## src/rtl/audio_adc_rx.sv

```systemverilog
// Serial audio ADC receiver: frame master that pulses audio_adclr every FRAME_DIV
// clocks and assembles a 32-bit MSB-first word. Optional macro AUDIO_RX_OVF_CNT_EN adds overrun_cnt.
module audio_adc_rx #(
  parameter int unsigned FRAME_DIV  = 251,
  parameter int unsigned DATA_DELAY = 2
) (
  input  logic        clock_12Mhz,
  input  logic        reset_n,
  output logic        audio_adclr,
  input  logic        audio_adcdat,
  output logic [31:0] audio_data_out,
  output logic        data_valid,
  input  logic        data_ready,
  output logic        overrun,
  input  logic        overrun_clr
`ifdef AUDIO_RX_OVF_CNT_EN
  ,
  output logic [7:0]  overrun_cnt
`endif
);

  localparam int unsigned CW = $clog2(FRAME_DIV);
  localparam logic [CW-1:0] CNT_LAST = CW'(FRAME_DIV - 1);
  localparam logic [2:0] DLY_INIT = 3'(DATA_DELAY - 1);

  generate
    if (FRAME_DIV < DATA_DELAY + 33) begin : g_bad_frame_div
      $error("audio_adc_rx: FRAME_DIV must be >= DATA_DELAY+33");
    end
    if (DATA_DELAY < 1 || DATA_DELAY > 8) begin : g_bad_data_delay
      $error("audio_adc_rx: DATA_DELAY must be in 1..8");
    end
  endgenerate

  typedef enum logic [1:0] {IDLE, DELAY, SHIFT} state_t;

  state_t        state_q, state_d;
  logic [CW-1:0] cnt_q, cnt_d;
  logic          adclr_q, adclr_d;
  logic [2:0]    dly_q, dly_d;
  logic [4:0]    bit_q, bit_d;
  logic [31:0]   shift_q, shift_d;
  logic [31:0]   data_q, data_d;
  logic          valid_q, valid_d;
  logic          ovr_q, ovr_d;
  logic          word_done;
  logic          ovr_ev;
  logic [31:0]   next_word;

  always_ff @(posedge clock_12Mhz or negedge reset_n) begin
    if (!reset_n) begin
      state_q <= IDLE;
      cnt_q   <= '0;
      adclr_q <= 1'b0;
      dly_q   <= '0;
      bit_q   <= '0;
      shift_q <= '0;
      data_q  <= '0;
      valid_q <= 1'b0;
      ovr_q   <= 1'b0;
    end else begin
      state_q <= state_d;
      cnt_q   <= cnt_d;
      adclr_q <= adclr_d;
      dly_q   <= dly_d;
      bit_q   <= bit_d;
      shift_q <= shift_d;
      data_q  <= data_d;
      valid_q <= valid_d;
      ovr_q   <= ovr_d;
    end
  end

  always_comb begin
    cnt_d     = (cnt_q == CNT_LAST) ? '0 : cnt_q + 1'b1;
    adclr_d   = (cnt_q == CNT_LAST);
    state_d   = state_q;
    dly_d     = dly_q;
    bit_d     = bit_q;
    shift_d   = shift_q;
    word_done = 1'b0;
    next_word = {shift_q[30:0], audio_adcdat};

    // The edge leaving DELAY already samples the MSB, so bit_q counts the bits still to come.
    unique case (state_q)
      IDLE: begin
        if (adclr_d) begin
          state_d = DELAY;
          dly_d   = DLY_INIT;
        end
      end
      DELAY: begin
        if (dly_q == '0) begin
          state_d = SHIFT;
          shift_d = next_word;
          bit_d   = 5'd30;
        end else begin
          dly_d = dly_q - 1'b1;
        end
      end
      SHIFT: begin
        shift_d = next_word;
        if (bit_q == '0) begin
          word_done = 1'b1;
          state_d   = IDLE;
        end else begin
          bit_d = bit_q - 1'b1;
        end
      end
      default: state_d = IDLE;
    endcase
  end

  always_comb begin
    data_d  = data_q;
    valid_d = valid_q;
    ovr_ev  = word_done & valid_q & ~data_ready;
    if (word_done) begin
      data_d  = next_word;
      valid_d = 1'b1;
    end else if (valid_q && data_ready) begin
      valid_d = 1'b0;
    end
    if (ovr_ev) begin
      ovr_d = 1'b1;
    end else if (overrun_clr) begin
      ovr_d = 1'b0;
    end else begin
      ovr_d = ovr_q;
    end
  end

`ifdef AUDIO_RX_OVF_CNT_EN
  logic [7:0] ocnt_q, ocnt_d;

  always_ff @(posedge clock_12Mhz or negedge reset_n) begin
    if (!reset_n) begin
      ocnt_q <= '0;
    end else begin
      ocnt_q <= ocnt_d;
    end
  end

  // An overrun coinciding with a clear restarts the count at 1.
  always_comb begin
    ocnt_d = ocnt_q;
    if (ovr_ev) begin
      if (overrun_clr) begin
        ocnt_d = 8'd1;
      end else if (ocnt_q != '1) begin
        ocnt_d = ocnt_q + 1'b1;
      end
    end else if (overrun_clr) begin
      ocnt_d = '0;
    end
  end

  assign overrun_cnt = ocnt_q;
`endif

  assign audio_adclr    = adclr_q;
  assign audio_data_out = data_q;
  assign data_valid     = valid_q;
  assign overrun        = ovr_q;

endmodule

```

## config.mk

```make
export PLATFORM = sky130hd
export DESIGN_NAME = audio_adc_rx
export DESIGN_NICKNAME = d
export VERILOG_FILES = /design/src/rtl/audio_adc_rx.sv
export SDC_FILE = /design/constraint.sdc
export NUM_CORES = 1
export LEC_CHECK = 0
export ABC_AREA = 1
export CORE_MARGIN = 5
export CORE_UTILIZATION = 55
export DETAILED_ROUTE_END_ITERATION = 7
export GPL_ROUTABILITY_DRIVEN = 1
export PLACE_DENSITY = 0.78
export SYNTH_ARGS = -nofsm -noshare
export SYNTH_HDL_FRONTEND = slang
export SYNTH_SLANG_ARGS = --single-unit
```

## constraint.sdc

```tcl
create_clock -name clock_12Mhz -period 2.1 [get_ports clock_12Mhz]
set_clock_uncertainty 0.2 [all_clocks]
set_input_delay 0.21 -clock clock_12Mhz [delete_from_list [all_inputs] [get_ports clock_12Mhz]]
set_output_delay 0.21 -clock clock_12Mhz [all_outputs]
set_load 0.05 [all_outputs]
```

Word level (Yosys, flattened, before mapping):

Index checks and enable logic that the tools add are counted.

* output and inout port bits: 35
* word-level logic and storage cells: 54
* register bits after elaboration: 84
* bits of input ports: 5

* add/sub/neg operators: 3
* equal/unequal tests: 8
* bitwise gates (word level): 3
* multiplexer cells: 19
* reductions and logical operators: 12

Operators by type and width (count)
* one-hot mux 31 bit (2 select lines): 1
* two-way mux 31 bit: 1
* two-way mux 5 bit: 2
* != test 2 bit, second input constant: 5
* one-hot mux 5 bit (2 select lines): 1
* AND reduction 3 bit: 3
* adder 8 x 1 -> 8 bit, second input constant: 1
* == test 8 bit, second input constant: 1
* two-way mux 8 bit: 1
* nonzero test 2 bit: 4
* two-way mux 1 bit: 6
* two-way mux 2 bit: 3
* two-way mux 3 bit: 2
* one-hot mux 2 bit (3 select lines): 1
* one-hot mux 3 bit (2 select lines): 1
* zero test 5 bit: 1
* subtractor 5 x 1 -> 5 bit, second input constant: 1
* zero test 3 bit: 1
* subtractor 3 x 1 -> 3 bit, second input constant: 1
* AND 1 bit: 2
* == test 2 x 1 -> 1 bit, second input constant: 1
* == test 2 bit, second input constant: 1
* zero test 2 bit: 1
* AND reduction 2 bit: 1
* 2 further kinds: 2

Logic depth before layout (Yosys ltp):

* depth in word-level cells: 6
* gate-level depth with buffers: 8
* depth with buffers taken out: 8

Worst setup path before layout:

No wires, ideal clock.

* kind: register -> register
* start point: register dly_q[0]
* end point: register shift_q[10]
* clock period less this slack: 1.581 ns
* required time: 1.783 ns
* data arrival time: 1.264 ns
* buffers on the path: 1
* stages on the path, launching flop included: 9
* path slack: 0.519 ns
* library setup time: 0.117 ns
* cell sequence: dfrtp_1 -> inv_1 -> ha_1 -> ha_1 -> nand2_2 -> o21ai_4 -> buf_6 -> nand2_1 -> o21ai_2

* cells in the longest elaborated chain, start to end: 3

Ends and longest elaborated chain
* from (decl): line 40 `logic [2:0] dly_q, dly_d;`
* from (signal assigned): line 65 `dly_q <= dly_d;`
* zero test 3 bit: line 93 `if (dly_q == '0) begin`
* != test 2 bit (no line)
* AND reduction 2 bit (no line)
* to (signal assigned): line 67 `shift_q <= shift_d;`
* to (decl): line 42 `logic [31:0] shift_q, shift_d;`

Every way passes these cells.
A chain may end at the register's enable or synchronous reset.

Worst setup path in the final report:

* start point: register dly_q[0]
* end point: register shift_q[21]

Same word-level chain as after synthesis.

==> results.json <==
{
  "timing.critical_path.fanout_max": 24,
  "detail_route.wirelength_um": 6251,
  "power_per_cell_area_mw_per_mm2": 650.1,
  "tns_ps": 0,
  "fmax_ghz": 0.5109,
  "relative_slew_slack": 0.4907,
  "yosys.area_share.simple": 0.1549,
  "post_cts.resized_instances": 0,
  "starting_density_of_the_core": 0.5597,
  "yosys.area_share.adder": 0.01781,
  "post-route-drc-count": 0,
  "groute.layer.met1.usage": 0.2239,
  "finish.net_count": 417,
  "clk-insertion-delay-late_ps": 350,
  "critical_path_required_ps": 2180,
  "cts_buf_count": 9,
  "main_combinational_cell_family_by_area_after_synthesis": "simple AND/OR/NAND/NOR gates",
  "grt_antenna_before_repair": 0,
  "place_congestion": 0.8373,
  "timing.rr.start": "dly_q[0]",
  "cap_violations": 0,
  "yosysSeqAreaShare": 0.5983,
  "power.leakage_nw": 1.975,
  "dr.first_iter.drc_count": 93,
  "syn-num-nets": 374,
  "endpoint_kind": "register",
  "synth_warnings": 0,
  "grt_most_used_layer": "met2",
  "timing_hold_violations_final": 0,
  "grt_max_degree": 67,
  "setup.worst_path.class": "register to register",
  "share_of_final_layout_standard_cells_stronger_than_drive_strength_1": 0.1359,
  "rr_worst_depth": 8,
  "grt_overflow_total": 0,
  "wire_length_of_the_first_global_routing_pass_um": 11140,
  "distinct_cell_type_count_after_synthesis": 23,
  "synth.mux.area_fraction": 0,
  "vias": 2389,
  "portBuffers": 39,
  "final_min_period_over_clock_period": 0.9321,
  "chipWidth_um": 89.93,
  "hp-class": "primary input to async pin",
  "clk_transition_reported_paths_ps": 80,
  "post_synth.cell_area_avg_um2": 9.652,
  "synth-compound-area-share": 0.1375,
  "placeable_core_region_mm2": 0.006277,
  "m2_gr_usage": 0.2628,
  "postSynthRegisterBits": 84,
  "floorplan.io_pins": 40,
  "post-cts-setup-buffers": 0,
  "worst_ep_arrival_time_ps": 2030,
  "via_per_inst": 4.885,
  "number_of_standard_cell_rows_in_the_floorplan": 29,
  "postSynthCellCount": 364,
  "detailedPlacementHpwl_um": 4340,
  "placed_instance_count": 472,
  "cts.path.max_buffers": 2,
  "use_met3": 0.03506,
  "run_status": "finished, final reports clean",
  "yosys.area_share.xor_xnor": 0.002493,
  "firstDrtPassIters": 5,
  "design_area_mm2": 0.004184,
  "vdd_ir_drop_max_mv": 0.4157,
  "holdBufCountCts": 1,
  "worst-slew-pin-transition_ps": 761.1,
  "syn2layout_area_growth_pct": 19.09,
  "route.detailed.wl_per_inst_um": 12.78,
  "die_area_mm2": 0.008087,
  "total_power_mw": 2.720,
  "grt_setup_unrepaired": "false",
  "cts.sinks": 84,
  "final_antenna_net_count": 0,
  "htree_levels": 3,
  "post_route_minimum_period_ps": 1957,
  "track_usage": 0.1694,
  "utilization": 0.6665,
  "drv_slew": 0,
  "floorplan.die.height_um": 89.93,
  "worst_setup_path_start_kind": "register",
  "post_synth_instance_area_mm2": 0.003513,
  "master_cell_of_the_clock_root_buffer": "sky130_fd_sc_hd__clkbuf_8",
  "grt_pass1_vias": 2430,
  "n_antenna_cell": 0,
  "critical_path.reg2reg.endpoint": "shift_q[21]",
  "tritoncts": "yes",
  "worst-r2r-setup-slack_ps": 140,
  "cell_area_after_placement_mm2": 0.003986,
  "final_cell_count_no_fill": 489,
  "nFillCells": 499,
  "final-setup-viol-count": 0
}
[layout by cell type (no fill, tap or decap), types with 2 or more instances in the layout]
| cell | instances |
|---|---|
| sky130_fd_sc_hd__nand3_1 | 13 |
| sky130_fd_sc_hd__inv_1 | 57 |
| sky130_fd_sc_hd__clkinvlp_4 | 3 |
| sky130_fd_sc_hd__buf_12 | 4 |
| sky130_fd_sc_hd__a21oi_1 | 3 |
| sky130_fd_sc_hd__ha_1 | 5 |
| sky130_fd_sc_hd__clkdlybuf4s50_1 | 38 |
| sky130_fd_sc_hd__o21ai_2 | 29 |
| sky130_fd_sc_hd__nand4_1 | 4 |
| sky130_fd_sc_hd__nand2_1 | 96 |
| sky130_fd_sc_hd__clkbuf_8 | 11 |
| sky130_fd_sc_hd__nor2_1 | 14 |
| sky130_fd_sc_hd__dfrtp_1 | 84 |
| sky130_fd_sc_hd__o21ai_0 | 36 |
| sky130_fd_sc_hd__buf_4 | 2 |
[Yosys cell counts]
cell,number,area [um^2]
sky130_fd_sc_hd__nand3_1,13,65.06
sky130_fd_sc_hd__o21ai_1,1,5.000
sky130_fd_sc_hd__nor2_2,1,6.260
sky130_fd_sc_hd__xor2_1,1,8.760
sky130_fd_sc_hd__o21ai_4,1,16.27
sky130_fd_sc_hd__o21ai_2,29,254.0
sky130_fd_sc_hd__dfrtp_1,84,2102
sky130_fd_sc_hd__a21oi_1,3,15.01
sky130_fd_sc_hd__nor2_4,1,11.26
sky130_fd_sc_hd__ha_1,5,62.56
sky130_fd_sc_hd__nand2_1,96,360.4
sky130_fd_sc_hd__nand4_2,1,12.51
sky130_fd_sc_hd__o22ai_1,1,6.260
sky130_fd_sc_hd__nor3_1,1,5.000
sky130_fd_sc_hd__buf_6,6,67.56
sky130_fd_sc_hd__nand2_2,1,6.260
sky130_fd_sc_hd__nor2_1,14,52.55
sky130_fd_sc_hd__o21ai_0,36,180.2
sky130_fd_sc_hd__buf_2,4,20.02
sky130_fd_sc_hd__clkbuf_1,3,11.26
sky130_fd_sc_hd__inv_1,57,214.0
sky130_fd_sc_hd__a31oi_1,1,6.260
sky130_fd_sc_hd__nand4_1,4,25.02
[power breakdown]
| part | switching (mW) | internal [mW] | total (mW) |
|---|---|---|---|
| logic | 0.0330 | 0.0126 | 0.0456 |
| clock network | 0.565 | 0.494 | 1.06 |
| registers | 0.0000000000000000753 | 1.62 | 1.62 |
[worst max-delay path, stage by stage (launching register included)]
cell and delay, ps:
sky130_fd_sc_hd__dfrtp_1 390, sky130_fd_sc_hd__inv_1 70, sky130_fd_sc_hd__ha_1 160, sky130_fd_sc_hd__ha_1 210, sky130_fd_sc_hd__nand2_2 150, sky130_fd_sc_hd__o21ai_4 320
sky130_fd_sc_hd__buf_12 250, sky130_fd_sc_hd__nand2_1 80, sky130_fd_sc_hd__o21ai_2 60
[worst max-delay path by stage]
stage | from | to | slack, ps | cells past startpoint
after floorplan | dly_q[0] | shift_q[10] | 520 | 8
after global placement | dly_q[0] | shift_q[11] | 260 | 8
after detailed placement | dly_q[0] | shift_q[21] | 160 | 8
after CTS | data_valid | data_valid | 130 | 1
after global routing | dly_q[0] | shift_q[25] | 30 | 8
final | dly_q[0] | shift_q[21] | 140 | 8
[kinds of logic (layout without fill, tap and decap cells)]
| logic type | after synthesis | in the layout |
|---|---|---|
| compound gates | 72 | 72 |
| flops | 84 | 84 |
| xor+xnor | 1 | 1 |
| buf+inv | 70 | 118 |
| simple gates | 132 | 132 |
| fa+ha+maj | 5 | 5 |
[metrics by stage]
step / hold WS (ps) / setup slack, ps
detailed placement: -34.69 / 163.7
global placement: -40.12 / 259.1
global route: 162.7 / 27.96
finish: 129.8 / 142.7
CTS: 128.0 / 131.5
floorplan: -285.6 / 519.0
[metal layers]
layer | part of all wire | up-vias | wire length (um)
met5 | 0 | - | 0
met4 | 0.018 | 0 | 113
li1 | - | 1227 | -
met3 | 0.038 | 11 | 235
met2 | 0.48 | 34 | 3010
met1 | 0.46 | 1117 | 2891
[state kept, by name, summed over array words and instances (netlist names)]
register        cells
bit_q               5
audio_adclr         1
shift_q            31
cnt_q               8
dly_q               3
state_q             2
data_valid          1
audio_data_out     32
overrun             1
[final cells by class]
class	count	area, um^2	share of cell area
flip-flops and latches	84	2102	0.5024
multi-input cells	210	1099	0.2626
repair buffers	45	485.5	0.1160
inverters	57	214.0	0.05114
clock buffers	11	151.4	0.03618
well taps	77	96.34	0.02303
clock inverters	5	36.28	0.008672
No activity file was read; power rests on OpenSTA's default activity.
